### src/rtl/phase_report_sched.sv
// Phase report scheduler: latches five 30-bit phase results on a strobe and
// streams them as a 23-byte checksummed frame through a valid/ready byte port.
module phase_report_sched #(
    parameter logic [7:0] P_HDR       = 8'hA5,
    parameter int         P_FRAME_LEN = 23
) (
    input  logic        i_lclk,
    input  logic        i_res_n,
    input  logic        i_ph_en,
    input  logic [29:0] i_ph1,
    input  logic [29:0] i_ph2,
    input  logic [29:0] i_ph3,
    input  logic [29:0] i_ph4,
    input  logic [29:0] i_ph5,
    output logic [7:0]  o_tx_data,
    output logic        o_tx_valid,
    input  logic        i_tx_ready,
    output logic        o_busy,
    output logic [7:0]  o_seq,
    output logic [7:0]  o_drop_cnt
);

    localparam int LAST = P_FRAME_LEN - 1;

    typedef enum logic [1:0] {IDLE, CALC, SEND} state_t;

    state_t state, state_next;

    logic        [29:0] ph1_p0, ph2_p0, ph3_p0, ph4_p0, ph5_p0;
    logic signed [31:0] d2_p1, d3_p1, d4_p1, d5_p1;
    logic        [7:0]  seq, drop_cnt, chk;
    logic        [4:0]  idx;
    logic        [4:0]  off;
    logic        [31:0] word;
    logic        [7:0]  frame_byte;

    // Wrapped 30-bit difference read as two's complement, then sign-extended.
    function automatic logic signed [31:0] rel_phase(input logic [29:0] ph,
                                                     input logic [29:0] ref_ph);
        logic signed [29:0] diff;
        diff = signed'(ph - ref_ph);
        return {{2{diff[29]}}, diff};
    endfunction

    function automatic logic [7:0] sat_inc(input logic [7:0] v);
        return (v == 8'hFF) ? v : v + 8'd1;
    endfunction

    always_ff @(posedge i_lclk) begin
        if (!i_res_n) state <= IDLE;
        else          state <= state_next;
    end

    always_comb begin
        state_next = state;
        o_tx_valid = 1'b0;
        o_busy     = 1'b1;
        case (state)
            IDLE: begin
                o_busy = 1'b0;
                if (i_ph_en) state_next = CALC;
            end
            CALC: state_next = SEND;
            SEND: begin
                o_tx_valid = 1'b1;
                if (i_tx_ready && idx == 5'(LAST)) state_next = IDLE;
            end
            default: state_next = IDLE;
        endcase
    end

    // Bytes 2..21 are four-byte words, MSB first; header, seq and checksum are special.
    always_comb begin
        off  = idx - 5'd2;
        word = {2'b00, ph1_p0};
        case (off[4:2])
            3'd0:    word = {2'b00, ph1_p0};
            3'd1:    word = d2_p1;
            3'd2:    word = d3_p1;
            3'd3:    word = d4_p1;
            default: word = d5_p1;
        endcase
        case (off[1:0])
            2'd0:    frame_byte = word[31:24];
            2'd1:    frame_byte = word[23:16];
            2'd2:    frame_byte = word[15:8];
            default: frame_byte = word[7:0];
        endcase
        if (idx == 5'd0)          frame_byte = P_HDR;
        else if (idx == 5'd1)     frame_byte = seq;
        else if (idx == 5'(LAST)) frame_byte = chk;
        o_tx_data = (state == SEND) ? frame_byte : 8'h00;
    end

    // The sequence number advances on acceptance so o_seq already shows the
    // new value during CALC.
    always_ff @(posedge i_lclk) begin
        if (!i_res_n) begin
            ph1_p0   <= '0;
            ph2_p0   <= '0;
            ph3_p0   <= '0;
            ph4_p0   <= '0;
            ph5_p0   <= '0;
            d2_p1    <= '0;
            d3_p1    <= '0;
            d4_p1    <= '0;
            d5_p1    <= '0;
            seq      <= '0;
            drop_cnt <= '0;
            chk      <= '0;
            idx      <= '0;
        end else begin
            case (state)
                IDLE: begin
                    if (i_ph_en) begin
                        ph1_p0 <= i_ph1;
                        ph2_p0 <= i_ph2;
                        ph3_p0 <= i_ph3;
                        ph4_p0 <= i_ph4;
                        ph5_p0 <= i_ph5;
                        seq    <= seq + 8'd1;
                    end
                end
                // ---- stage p1: relative phases ----
                CALC: begin
                    d2_p1 <= rel_phase(ph2_p0, ph1_p0);
                    d3_p1 <= rel_phase(ph3_p0, ph1_p0);
                    d4_p1 <= rel_phase(ph4_p0, ph1_p0);
                    d5_p1 <= rel_phase(ph5_p0, ph1_p0);
                    chk   <= '0;
                    idx   <= '0;
                end
                // ---- send: checksum accumulates over transferred bytes ----
                SEND: begin
                    if (i_tx_ready) begin
                        chk <= chk ^ frame_byte;
                        idx <= (idx == 5'(LAST)) ? 5'd0 : idx + 5'd1;
                    end
                end
                default: ;
            endcase
            if (i_ph_en && state != IDLE) drop_cnt <= sat_inc(drop_cnt);
        end
    end

    assign o_seq      = seq;
    assign o_drop_cnt = drop_cnt;

endmodule

### config.mk
export PLATFORM = sky130hd
export DESIGN_NAME = phase_report_sched
export DESIGN_NICKNAME = d
export VERILOG_FILES = /design/src/rtl/phase_report_sched.sv
export SDC_FILE = /design/constraint.sdc
export NUM_CORES = 1
export LEC_CHECK = 0
export ABC_AREA = 1
export ABC_CLOCK_PERIOD_IN_PS = 3400
export CORE_MARGIN = 4
export CORE_UTILIZATION = 51
export CTS_CLUSTER_DIAMETER = 200
export CTS_CLUSTER_SIZE = 28
export DETAILED_ROUTE_END_ITERATION = 10
export DONT_BUFFER_PORTS = 1
export GPL_TIMING_DRIVEN = 0
export PLACE_DENSITY = 0.66
export SYNTH_ARGS = -nofsm -noshare
export SYNTH_HDL_FRONTEND = slang
export SYNTH_SLANG_ARGS = --single-unit
### constraint.sdc
create_clock -name i_lclk -period 3.4 [get_ports i_lclk]
set_input_delay 0.51 -clock i_lclk [delete_from_list [all_inputs] [get_ports i_lclk]]
set_output_delay 0.51 -clock i_lclk [all_outputs]
set_load 0.01 [all_outputs]
======== Word level (Yosys, flattened, before mapping) ========
Index checks and enable logic that the tools add are counted.
Widths: inputs -> output; s select.
storage, ports and cells
  input port bits ......................... 154
  register bits ........................... 301
  output and inout bits ................... 26
  word-level logic and storage cells ...... 65
operators by class
  bitwise logic cells ..................... 2
  multiplexer cells ....................... 16
  equal/unequal tests ..................... 13
  reduce and logical (&&, ||, !) cells .... 12
  $add $sub $neg .......................... 8
operators with widths
  cell                 number
  $pmux 32 s4          1
  $sub 30x30->30       4
  $mux 8               5
  $pmux 8 s3           1
  $add 8x1->8 const B  2
  $pmux 8 s2           1
  $mux 5               2
  $pmux 5 s2           1
  $eq 8x8->1 const B   1
  $reduce_and 2->1     4
  $xor 8x8->8          1
  $eq 3x2->1 const B   2
  $ne 2x2->1 const B   3
  $pmux 2 s3           1
  $add 5x1->5 const B  1
  $eq 5x1->1 const B   1
  $eq 5x5->1 const B   1
  $logic_not 5->1      1
  $sub 5x2->5 const B  1
  $eq 2x1->1 const B   2
  $eq 2x2->1 const B   2
  $logic_not 2->1      2
  $mux 2               2
  $reduce_bool 2->1    2
  5 further kinds      7

======== Longest topological paths before layout ========
  depth after elaboration ................. 10
  mapped depth ............................ 21
  depth with buffers taken out ............ 20

======== Least setup slack after synthesis ========
No wires, ideal clock.
  path type ............................... register to output
  start ................................... register idx[1]
  end ..................................... output o_tx_data[1]
  data required time ...................... 2,890 ps
  arrival time ............................ 2,145 ps
  buffers on the path ..................... 1
  setup slack ............................. 745 ps
  cell stages (with the launch flop) ...... 12
  path through ............................ dfxtp_1 inv_1 ha_1 inv_1 nor2_4 buf_4 nand3_1 nand4_1 nand2_1 a21oi_1 nand2_1 a21boi_0
on the way
  longest elaborated chain between the ends .. 8
  elaborated cells on any way between the ends .. 17
  classes of those cells .................. add/sub: 1; eq/ne: 7; mux: 6; reduce/logical: 3
ends and longest elaborated chain
  item                                RTL line  source
  start: declaration                  32        logic [4:0] idx;
  start signal: assignment            137       idx <= (idx == 5'(LAST)) ? 5'd0 : idx + 5'd1;
  $sub 5x2->5                         74        off = idx - 5'd2;
  $eq 3x2->1 (tied with other cells)  76        case (off[4:2])
  $pmux 32 s4                         76
  $pmux 8 s3                          83        case (off[1:0])
  $mux 8                              91        else if (idx == 5'(LAST)) frame_byte = chk;
  $mux 8                              90        else if (idx == 5'd1) frame_byte = seq;
  $mux 8 (*)                          89        if (idx == 5'd0) frame_byte = P_HDR;
  $mux 8 (*)                          92        o_tx_data = (state == SEND) ? frame_byte : 8'h00;
  end: declaration                    15        output logic [7:0] o_tx_data,
Mark *: on every way between the ends. The rest lies on a longest branch, timed or not.

======== Final worst setup path ========
  start ................................... register state[0]
  end ..................................... register ph4_p0[1]
on the way
  longest elaborated chain between the ends .. 2
ends and longest elaborated chain
  item                               RTL line  source
  start: declaration                 27        state_t state, state_next;
  start signal: assignment           51        else state <= state_next;
  $logic_not 2->1                    113       case (state)
  $reduce_and 2->1 (no source line)  -
  end signal: assignment             119       ph4_p0 <= i_ph4;
  end: declaration                   29        logic [29:0] ph1_p0, ph2_p0, ph3_p0, ph4_p0, ph5_p0;
No other way between the ends.
A chain may end at the register's enable or synchronous reset.

==> flow_summary.json <==
{
  "synth_cell_types": 49,
  "maxSlewViolCount": 0,
  "synth_top_cell_by_area": "dfxtp_1",
  "fillers": 3898,
  "path_buf_inv": 5,
  "pin_count": 180,
  "crit_family": "buffers and inverters",
  "ys.flop_type": "dfxtp_1",
  "grt.overflow.total": 0,
  "crit_path_end_kind": "flip-flop",
  "slowest_delay_ns": 0.83,
  "clock_skew_ns": 0.01970,
  "finalHoldViolations": 0,
  "antenna_found_initial": 7,
  "cts.clk_slew.worst_paths_ns": 0.12,
  "root_buffer": "clkbuf_16",
  "min_period_over_period_pct": 99.12,
  "cp_slowest_cell": "clkbuf_1",
  "maxCapViolCount": 0,
  "crit_chain": "nor2_1 -> inv_1 -> nor2_2 -> inv_1 -> clkbuf_1 -> clkbuf_2 -> clkbuf_1 -> a21oi_1",
  "arrival_ns": 3.75,
  "via_per_inst": 5.884,
  "worst_slew_pin_slew_ns": 1.319,
  "yosys-top-cells-count": "nor2_1, nand2_1, inv_1",
  "cts_sinks": 301,
  "dp_hpwl_um": 63480,
  "ctsHoldBuffers": 0,
  "maxSlewHeadroom_pct": 12.09,
  "syn_to_final_growth_pct": 7.324,
  "synth_edf_count": 0,
  "min_period_ns": 3.370,
  "grt.total_usage_pct": 37.26,
  "antenna_left": 0,
  "rsz0062_at_grt": "yes",
  "critical_path_class": "reg -> reg",
  "first_iter_violations": 2291,
  "power_leakage_nw": 10.14,
  "grt_pass1_vias": 19072,
  "synthTopCellsByArea": "dfxtp_1, nor2_1, nand2_1, o21ai_0, ha_1",
  "ir_worst_vdd_mv": 0.4855,
  "grt_start_max_net_pins": 29,
  "synth-async-reset-ratio_pct": 0,
  "status": "finished clean",
  "cts_buffer_depth": 3,
  "stdcell_count": 3515,
  "h-tree-depth": 1,
  "synth_most_common_cell": "nor2_1",
  "cp_data_required_time_ns": 3.78,
  "rows": 71,
  "cts-buffers-inserted": 14,
  "worst-path-max-fanout": 11,
  "place_area_um2": 20110,
  "drc": 0,
  "startpoint_type": "flip-flop",
  "synth_fp_nets": 3250,
  "final_net_count": 3279,
  "ys_seq_area_share_pct": 30.97,
  "port_buffers": 0,
  "synth_area_um2": 19460,
  "die_w_um": 203.3,
  "cts_tree": "done",
  "fmax_ghz": 0.2967,
  "synth_top_area_share_pct": 30.97,
  "floorplan.initialDensity_pct": 51.66,
  "ys_ff_latch": 301,
  "avgSynthCellArea_um2": 6.558,
  "grt_first_pass_wirelength_um": 117200,
  "power_density_nw_per_um2": 491.4,
  "vias": 20682,
  "yosys_warnings": 0,
  "dr.pass1.iters": 6,
  "setup_viol": 0,
  "r2r_slack_ns": 0.03,
  "dieArea_um2": 41340,
  "drive_above_1_share_pct": 4.272,
  "design_area_um2": 20880,
  "synthCells": 2967,
  "fp.coreArea_um2": 37670,
  "dp.cells": 3479,
  "die_h_um": 203.3,
  "wirelength_um": 80300,
  "clock_latency_ns": 0.54,
  "routedWlPerCell_um": 22.84,
  "place.gp.congestion": 1.061,
  "hold_path_class": "in -> reg"
}
==> flip-flops by register name, indices dropped and copies added, names as in the netlist, 5 cells and up <==
register	cells
d4_p1	30
d5_p1	30
idx	5
o_seq	8
ph4_p0	30
ph5_p0	30
d2_p1	30
d3_p1	30
o_drop_cnt	8
ph3_p0	30
chk	8
ph2_p0	30
ph1_p0	30
==> cell families (layout without fill, tap and decap cells) <==
group           Yosys count  after routing  share of synthesized area (%)
simple gates           1242           1242                          26.58
compound gates          735            735                          20.94
buf+inv                 488            517                          9.826
flops                   301            301                          30.97
fa+ha+maj               129            129                          8.450
xor+xnor                 72             72                          3.241
other cells               0              8                              0
==> path summary, 6_finish.rpt <==
check / startpoint / to / depth (start not counted)
setup / recovery: state[0] / ph4_p0[1] / 8
hold / removal: i_ph4[14] / ph4_p0[14] / 2
setup reg to reg: state[0] / ph4_p0[1] / 8
hold reg to reg: ph5_p0[0] / ph5_p0[0] / 2
==> metrics by stage <==
stage	total power (W)	setup slack [ns]	hold slack (ns)	TNS, ns	utilization, %
floorplan	0.006807	0.7447	0.4331	0	-
global placement	0.008077	-0.8695	0.4542	-68.13	53.36
detailed placement	0.008124	-0.1755	0.4624	-2.793	53.40
CTS	0.01013	-0.004301	0.07929	-0.006241	54.75
global route	0.01080	-0.04372	0.08822	-0.07956	55.40
finish	0.01026	0.02988	0.1055	0	55.44
==> layout by cell type, fill, tap and decap left out, drive strengths merged, types with 8 or more instances in the layout <==
master,Yosys,routed
clkbuf,89,105
a21o,33,33
xor2,44,44
nand2,457,457
nand4,48,48
diode,0,8
a21boi,14,14
inv,367,367
nor2,547,547
nand3,139,139
a21oi,224,224
nand3b,10,10
o21ai,358,358
o211ai,17,17
o21a,14,14
nor3,30,30
ha,125,125
o21bai,18,18
dfxtp,301,301
buf,29,41
xnor2,28,28
a31oi,25,25
==> worst register-to-register path: cells and delay by family, from the launching register on <==
| kind | cells | cell delay, ns |
|---|---|---|
| compound gates | 1 | 0.19 |
| simple gates | 2 | 0.23 |
| flops | 1 | 0.38 |
| buf+inv | 5 | 2.44 |
==> metal layers <==
layer	global-route usage [%]	wire length, um
met1	52.11	34980
met2	54.78	33010
met3	9.032	8053
met4	15.83	4123
met5	1.786	135
==> area by class of cell <==
cell class                      instances  area (um2)  area share [%]
Multi-Input combinational cell       2178       11690           56.00
Sequential cell                       301        6035           28.90
Inverter                              370        1400           6.705
Tap cell                              511       639.4           3.062
Buffer                                118       543.0           2.600
Clock buffer                           15       375.4           1.797
Timing Repair Buffer                   13       167.7          0.8029
Antenna cell                            8       20.02         0.09587
Clock inverter                          1       8.758         0.04194
==> where the power goes <==
part	internal (W)	total, W	switching, W	leakage (nW)
combinational	0.00129	0.00419	0.00290	7.46
sequential	0.00383	0.00405	0.000219	2.48
clock	0.000806	0.00202	0.00121	0.189
==> repair_timing <==
action                                  CTS  global route
resized for setup                        22            55
gates cloned                              0             1
buffers inserted                          7             4
pin swaps                                 4            24
endpoints found under the setup margin   44            18
(Power assumes the default switching activity.)
